<file path="config.mk">
export PLATFORM = sky130hd
export DESIGN_NAME = uart_rx_flat
export DESIGN_NICKNAME = d
export VERILOG_FILES = /design/src/rtl/uart_rx_if.sv /design/src/rtl/uart_rx.sv /design/src/flat_wrapper.sv
export SDC_FILE = /design/constraint.sdc
export NUM_CORES = 1
export LEC_CHECK = 0
export BUFFER_PORTS_ARGS = -buffer_cell sky130_fd_sc_hd__buf_2
export CORE_MARGIN = 2
export CORE_UTILIZATION = 52
export CTS_CLUSTER_SIZE = 10
export DETAILED_ROUTE_END_ITERATION = 8
export PLACE_DENSITY = 0.7
export SLEW_MARGIN = 40
export SYNTH_ARGS = -nofsm -noshare
export SYNTH_HDL_FRONTEND = slang
export SYNTH_SLANG_ARGS = --single-unit
export TNS_END_PERCENT = 50
</file>
<file path="constraint.sdc">
create_clock -name clk -period 3 [get_ports clk]
set_clock_uncertainty 0.15 [all_clocks]
set_input_delay 0.15 -clock clk [delete_from_list [all_inputs] [get_ports clk]]
set_output_delay 0.15 -clock clk [all_outputs]
set_load 0.03 [all_outputs]
</file>
<file path="src/rtl/uart_rx_if.sv">
`default_nettype none
// ============================================================================
//  Module      : uart_rx_if
//  Description : Receive-side word handshake between uart_rx and its consumer.
//                The receiver (master) presents a word with status flags; the
//                consumer (slave) acknowledges it.
//  Revision    : 1.0 - initial release
// ============================================================================
interface uart_rx_if #(
    parameter int N = 8
);
    logic [N-1:0] rx_data;
    logic         rx_valid;
    logic         frame_err;
    logic         overrun;
    logic         rx_ack;

    modport master (
        output rx_data,
        output rx_valid,
        output frame_err,
        output overrun,
        input  rx_ack
    );

    modport slave (
        input  rx_data,
        input  rx_valid,
        input  frame_err,
        input  overrun,
        output rx_ack
    );
endinterface
`default_nettype wire

</file>
<file path="src/rtl/uart_rx.sv">
`default_nettype none
// ============================================================================
//  Module      : uart_rx
//  Description : 16x oversampling UART receiver with majority-vote bit
//                decisions, framing-error / break handling and a one-word
//                holding register with overrun detection.
//  Revision    : 1.0 - initial release
// ============================================================================
module uart_rx #(
    parameter int N         = 8,
    parameter int F_MHZ     = 50,
    parameter int BAUD_RATE = 9600
) (
    input  wire logic  clk,
    input  wire logic  rst_n,
    input  wire logic  rx,
    output logic       busy,
    uart_rx_if.master  bus
);
    // Oversampling tick period in clocks; never allowed to fall below one.
    localparam int TICK_RAW = (F_MHZ * 1000000) / (BAUD_RATE * 16);
    localparam int T_TICK   = (TICK_RAW < 1) ? 1 : TICK_RAW;
    localparam int TW       = (T_TICK > 1) ? $clog2(T_TICK) : 1;
    localparam int BW       = (N > 1) ? $clog2(N) : 1;

    typedef enum logic [2:0] {
        IDLE  = 3'd0,
        START = 3'd1,
        DATA  = 3'd2,
        STOP  = 3'd3,
        BREAK = 3'd4
    } state_t;

    state_t        state;
    logic          rx_meta;
    logic          rxs;
    logic [TW-1:0] tick_cnt;
    logic [3:0]    s;
    logic [BW-1:0] bit_idx;
    logic [N-1:0]  shreg;
    logic          v7;
    logic          v8;

    logic tick;
    logic maj;
    logic complete;
    logic take;

    // Tick fires on the last clock of each oversampling period.
    assign tick     = (tick_cnt == TW'(T_TICK - 1));
    // Bit value: two stored samples (s=7, s=8) voted against the live s=9 one.
    assign maj      = (v7 & v8) | (v7 & rxs) | (v8 & rxs);
    // Frame ends at the stop bit's decision point.
    assign complete = (state == STOP) && tick && (s == 4'd9);
    // A finished word may be loaded if the holder is empty or being freed now.
    assign take     = !bus.rx_valid || bus.rx_ack;

    // Two-flop synchronizer; idles high so reset never looks like a start bit.
    always_ff @(posedge clk or negedge rst_n) begin
        if (!rst_n) begin
            rx_meta <= 1'b1;
            rxs     <= 1'b1;
        end else begin
            rx_meta <= rx;
            rxs     <= rx_meta;
        end
    end

    // Frame FSM with tick / sample / bit counters and the shift register.
    always_ff @(posedge clk or negedge rst_n) begin
        if (!rst_n) begin
            state    <= IDLE;
            busy     <= 1'b0;
            tick_cnt <= '0;
            s        <= '0;
            bit_idx  <= '0;
            shreg    <= '0;
            v7       <= 1'b1;
            v8       <= 1'b1;
        end else begin
            case (state)
                IDLE: begin
                    if (!rxs) begin
                        state    <= START;
                        busy     <= 1'b1;
                        tick_cnt <= '0;
                        s        <= '0;
                    end
                end
                START, DATA, STOP: begin
                    tick_cnt <= tick ? '0 : tick_cnt + TW'(1);
                    if (tick) begin
                        s <= s + 4'd1;
                        if (s == 4'd7) v7 <= rxs;
                        if (s == 4'd8) v8 <= rxs;
                        if (state == START) begin
                            if ((s == 4'd9) && maj) begin
                                state <= IDLE;
                                busy  <= 1'b0;
                            end else if (s == 4'd15) begin
                                state   <= DATA;
                                bit_idx <= '0;
                            end
                        end else if (state == DATA) begin
                            if (s == 4'd9) shreg <= {maj, shreg[N-1:1]};
                            if (s == 4'd15) begin
                                if (bit_idx == BW'(N - 1)) state <= STOP;
                                else bit_idx <= bit_idx + BW'(1);
                            end
                        end else if (s == 4'd9) begin
                            state <= maj ? IDLE : BREAK;
                            busy  <= !maj;
                        end
                    end
                end
                BREAK: begin
                    if (rxs) begin
                        state <= IDLE;
                        busy  <= 1'b0;
                    end
                end
                default: begin
                    state <= IDLE;
                    busy  <= 1'b0;
                end
            endcase
        end
    end

    // Holding register: load, overrun on a full holder, clear on acknowledge.
    always_ff @(posedge clk or negedge rst_n) begin
        if (!rst_n) begin
            bus.rx_data   <= '0;
            bus.rx_valid  <= 1'b0;
            bus.frame_err <= 1'b0;
            bus.overrun   <= 1'b0;
        end else if (complete && take) begin
            bus.rx_data   <= shreg;
            bus.rx_valid  <= 1'b1;
            bus.frame_err <= !maj;
            bus.overrun   <= 1'b0;
        end else if (complete) begin
            bus.overrun   <= 1'b1;
        end else if (bus.rx_valid && bus.rx_ack) begin
            bus.rx_valid  <= 1'b0;
            bus.frame_err <= 1'b0;
            bus.overrun   <= 1'b0;
        end
    end
endmodule
`default_nettype wire

</file>
<file path="src/flat_wrapper.sv">
// flat-port wrapper written by rule: the top's interface ports become plain ports
module uart_rx_flat 
#(
    parameter int N         = 8,
    parameter int F_MHZ     = 50,
    parameter int BAUD_RATE = 9600
)
  (clk, rst_n, rx, busy, bus_rx_data, bus_rx_valid, bus_frame_err, bus_overrun, bus_rx_ack);
  uart_rx_if #(.N(N)) bus_i ();
  input  wire logic clk;
  input  wire logic rst_n;
  input  wire logic rx;
  output logic busy;
  output wire logic [$bits(bus_i.rx_data)-1:0] bus_rx_data;
  output wire logic [$bits(bus_i.rx_valid)-1:0] bus_rx_valid;
  output wire logic [$bits(bus_i.frame_err)-1:0] bus_frame_err;
  output wire logic [$bits(bus_i.overrun)-1:0] bus_overrun;
  input wire logic [$bits(bus_i.rx_ack)-1:0] bus_rx_ack;
  assign bus_rx_data = bus_i.rx_data;
  assign bus_rx_valid = bus_i.rx_valid;
  assign bus_frame_err = bus_i.frame_err;
  assign bus_overrun = bus_i.overrun;
  assign bus_i.rx_ack = bus_rx_ack;
  uart_rx #(.N(N), .F_MHZ(F_MHZ), .BAUD_RATE(BAUD_RATE)) u_core (.clk(clk), .rst_n(rst_n), .rx(rx), .busy(busy), .bus(bus_i));
endmodule
</file>
After elaboration in Yosys (flattened, before gate mapping)
Cells that the tools add are included.
W data, S select, Z words.
- output and inout bits: 12
- logic and storage cells: 107
- flip-flop bits (word level): 43
- input bits: 4
- add/sub/neg operators: 3
- equality and inequality tests: 23
- muxes and demuxes: 38
- reductions and logical operators: 23
- bitwise logic cells: 6
- operators by type and width (cell ; number):
    $mux W3 ; 17
    $mux W9 ; 2
    $pmux W9 S2 ; 1
    $mux W1 ; 13
    $eq A4 B4 Y1 const B ; 3
    $reduce_and A6 Y1 ; 2
    $add A9 B1 Y9 const B ; 1
    $eq A9 B9 Y1 const B ; 1
    $pmux W3 S3 ; 1
    $reduce_and A3 Y1 ; 3
    $mux W4 ; 2
    $pmux W4 S2 ; 1
    $reduce_and A7 Y1 ; 1
    $eq A3 B2 Y1 const B ; 2
    $eq A3 B3 Y1 const B ; 2
    $ne A2 B1 Y1 const B ; 3
    $ne A2 B2 Y1 const B ; 3
    $reduce_bool A2 Y1 ; 3
    $logic_and A1 B1 Y1 ; 5
    $reduce_and A5 Y1 ; 1
    $add A4 B1 Y4 const B ; 1
    $eq A4 B3 Y1 const B ; 1
    $ne A4 B1 Y1 const B ; 1
    $ne A4 B2 Y1 const B ; 1
    other kinds (17) ; 22

Logic depth before layout (Yosys ltp)
- depth after elaboration: 9
- depth in mapped cells: 8
- gate-level depth less buffers: 6

Least setup slack after synthesis
OpenSTA, ideal clock, no wires.
- path kind: register to register
- start: reg u_core.tick_cnt[0]
- end: reg u_core.shreg[0]
- path slack: 864 ps
- clock period less this slack: 2136 ps
- stages on the path, launching flop included: 8
- arrival time: 1861 ps
- data required time: 2725 ps
- path buffers: 1
- setup time: 125 ps
- cell sequence: dfrtp_1 > inv_1 > ha_1 > and4b_1 > nand2_1 > or4b_1 > buf_6 > mux2_4
- longest elaborated chain between the ends: 2
- ends and longest elaborated chain (what ; RTL line ; source):
    start, declared ; uart_rx.sv:37 ; logic [TW-1:0] tick_cnt;
    start signal, assigned ; uart_rx.sv:91 ; tick_cnt <= tick ? '0 : tick_cnt + TW'(1);
    $eq A9 B9 Y1 ; uart_rx.sv:50 ; assign tick = (tick_cnt == TW'(T_TICK - 1));
    $reduce_and A5 Y1 (no line) ; - ;
    end signal, assigned ; uart_rx.sv:105 ; if (s == 4'd9) shreg <= {maj, shreg[N-1:1]};
    end, declared ; uart_rx.sv:40 ; logic [N-1:0] shreg;
No other way between the ends.
A chain may end at the register's enable or synchronous reset.

Worst setup path in the final report
- start: reg u_core.tick_cnt[0]
- end: reg u_core.shreg[6]
The elaborated chain is that of the path after synthesis.

==> flow_metrics.py <==
metrics = {
    "cts": {
        "cts_tree": "built",
        "clock_sinks": 43,
        "clk_pin_slew_ns": 0.08,
        "cts_buffers": 5,
        "cts_hold_buffers": 3,
        "postCtsSetupRepairBufs": 0,
        "clk_latency_ns": 0.29,
        "cts-root-buf": "clkbuf_8",
        "cts_resized": 0,
        "clockBufferDepth": 2,
        "htree_levels": 2,
    },
    "hold_path": {
        "worstHoldStart": "u_core.rx_meta$_DFF_PN1_",
        "hold_end": "u_core.rxs$_DFF_PN1_",
        "min_path_cells": 0,
        "hp-class": "reg -> reg",
    },
    "cells_and_area": {
        "nNetsFinal": 233,
        "final_common_cell": "dfrtp_1",
        "area_growth_pct": 10.5,
        "final_cell_mix": "39 x dfrtp_1, 15 x nor2_1, 14 x mux2_2, 14 x buf_2, 13 x o21ai_0",
        "fill_cells": 378,
        "drive_gt1_share_pct": 25.6,
        "n_antenna_cell": 0,
    },
    "drt": {
        "drt_iter0_drc": 57,
        "wl_met1_um": 2030,
        "wl_met2_um": 1870,
        "wl_um": 4110,
        "maxUsedRoutingLayer": "met4",
        "num_vias": 1578,
        "drtPass1Iterations": 4,
        "drc": 0,
        "dr_wl_met3_um": 149,
        "ant_nets": 0,
        "routedWlPerCell_um": 15.0,
        "vias_per_cell": 5.74,
    },
    "logic_synthesis": {
        "ys.flop_type": "dfrtp_1",
        "synth_nets": 214,
        "syn_avg_cell_area_sq_um": 11.2,
        "synth_edf_count": 0,
        "syn_area_sq_mm": 0.00227,
        "synth_cell_type_count": 50,
        "synthArstFlopShare_pct": 100,
        "yosysWarnings": 0,
        "synth_seq_area_share_pct": 47.6,
        "ys_ff_latch": 43,
        "synthCells": 203,
    },
    "grt": {
        "grt_pass1_vias": 1576,
        "grt_pass1_wl_um": 7500,
        "antenna_found_initial": 0,
        "grt-ovfl-total": 0,
        "track_usage_pct": 19.0,
        "grt_max_degree": 44,
    },
    "timing": {
        "worst_pin_slew_ns": 0.647,
        "setup_tns_ns": 0,
        "grt_setup_unrepaired": "false",
        "slew_headroom_pct": 56.7,
        "finalHoldViolCount": 0,
        "period_minus_slack_ns": 2.42,
        "finalMaxSlewViolations": 0,
        "fin_crit_sh_pct": 80.8,
        "max_freq_ghz": 0.412,
        "finalSetupViolations": 0,
    },
    "power_and_ir_drop": {
        "pwr-share-clk_pct": 37.5,
        "intPower_uw": 760,
        "leakage_uw": 0.00117,
        "cellPowerDensity_mw_per_mm2": 393,
        "power.total_uw": 988,
        "p_switching_uw": 228,
        "irDropWorstVdd_uv": 216,
        "combPwrFrac_pct": 3.1,
        "seq_power_share_pct": 59.4,
        "switching_share_pct": 23.0,
    },
    "floorplanning": {
        "fp.dieH_um": 70.1,
        "std_cell_rows": 24,
        "start_util_pct": 52.9,
        "die-area_sq_mm": 0.00492,
        "die_w_um": 70.1,
        "io_pins": 16,
        "core_region_area_sq_mm": 0.00429,
    },
    "worst_setup_path": {
        "crit_path_max_fanout": 8,
        "required_ns": 3.04,
        "crit_start": "u_core.tick_cnt[0]$_DFFE_PN0P_",
        "r2r_slack_ns": 0.58,
        "reg2reg_depth": 6,
        "critPathCaptureType": "register",
        "r2r_start": "u_core.tick_cnt[0]$_DFFE_PN0P_",
        "worstPathArrival_ns": 2.46,
        "path_class": "reg -> reg",
        "start_kind": "register",
        "worst_r2r_endpoint": "u_core.shreg[6]$_DFFE_PN0P_",
    },
    "status": {
        "status": "finished, final reports clean",
    },
    "placed_design": {
        "portBuffers": 15,
        "dpl.hpwl_um": 2920,
        "gp_congestion": 0.822,
    },
    "run": {
        "maxCapViolations": 0,
    },
}
==> critical path, stage by stage (launching register included) <==
cell and delay (ns):
dfrtp_1 0.43, inv_1 0.07, ha_1 0.16, and4b_1 0.27, nand2_1 0.10, or4b_1 0.76, mux2_4 0.38
==> flip-flops by register name (all words and copies together), names as in the netlist, 3 cells and up <==
signal / count
u_core.tick_cnt: 9
u_core.bus.rx_data: 8
u_core.shreg: 8
u_core.s: 4
u_core.bit_idx: 3
u_core.state: 3
==> stage by stage <==
| step | setup slack, ns | std cells | cell area, sq um | hold WS, ns | utilization, % |
|---|---|---|---|---|---|
| 6_report | 0.575 | 275 | 2510 | 0.207 | 58.5 |
| 5_1_grt | 0.463 | 275 | 2510 | 0.216 | 58.5 |
| 4_1_cts | 0.585 | 275 | 2510 | 0.210 | 58.5 |
| 3_5_place_dp | 0.597 | 264 | 2390 | 0.0221 | 55.6 |
| 3_3_place_gp | 0.629 | 264 | 2390 | 0.105 | 55.6 |
| 2_1_floorplan | 0.864 | 203 | 2270 | -0.296 | - |
==> how the worst max path moves through the flow <==
stage	endpoint
after floorplan	u_core.shreg[0]$_DFFE_PN0P_
after global placement	u_core.shreg[4]$_DFFE_PN0P_
after detailed placement	u_core.shreg[3]$_DFFE_PN0P_
after CTS	u_core.shreg[3]$_DFFE_PN0P_
after global routing	u_core.shreg[0]$_DFFE_PN0P_
final	u_core.shreg[6]$_DFFE_PN0P_
==> cell families after synthesis <==
group / share of synthesized area, %
buf+inv: 3.03
mux: 13.1
compound gates: 11.0
xor+xnor: 1.54
flops: 47.6
fa+ha+maj: 4.29
simple gates: 19.5
==> synthesized netlist by cell type, types with 2 or more instances <==
library cell	count	area [sq um]
a21o_1	2	15.0
and4b_1	2	20.0
nand2b_1	7	43.8
and3b_1	2	17.5
a22o_1	3	26.3
dfrtp_1	39	976
mux2_4	8	120
ha_1	7	87.6
nand4b_1	2	17.5
nand4_1	5	31.3
nand2_1	12	45.0
dfstp_2	4	105
nor2_1	15	56.3
and3_1	2	12.5
mux2_2	14	158
xnor2_1	3	26.3
o21ai_0	13	65.1
nand3_1	6	30.0
nor2b_1	3	18.8
clkbuf_1	5	18.8
a41oi_1	2	17.5
a311oi_1	2	17.5
a31oi_1	3	18.8
nor4b_1	2	17.5
nor3_1	4	20.0
mux2i_1	2	20.0
inv_1	9	33.8
or2_2	3	18.8
==> power groups by stage <==
stage / combinational, uW / clock, uW / sequential [uW]
floorplan: 5.74 / 0 / 603
global placement: 28.2 / 0 / 598
detailed placement: 28.5 / 0 / 598
CTS: 31.4 / 388 / 587
global route: 35.3 / 407 / 588
finish: 30.4 / 371 / 587
==> per-layer routing <==
metal,track usage (%),vias up
li1,-,787
met1,27.0,757
met2,29.1,29
met3,4.33,5
met4,6.20,0
met5,0,-
==> cell type report <==
type / count / area (sq um) / share of cell area [%]
clock inverters: 3 / 23.8 / 0.947
multi-input cells: 144 / 1120 / 44.7
clock buffers: 5 / 68.8 / 2.74
inverters: 9 / 33.8 / 1.35
repair buffers: 19 / 115 / 4.58
flip-flops and latches: 43 / 1080 / 43.0
well taps: 52 / 65.1 / 2.59
No activity file was read; power rests on OpenSTA's default activity.
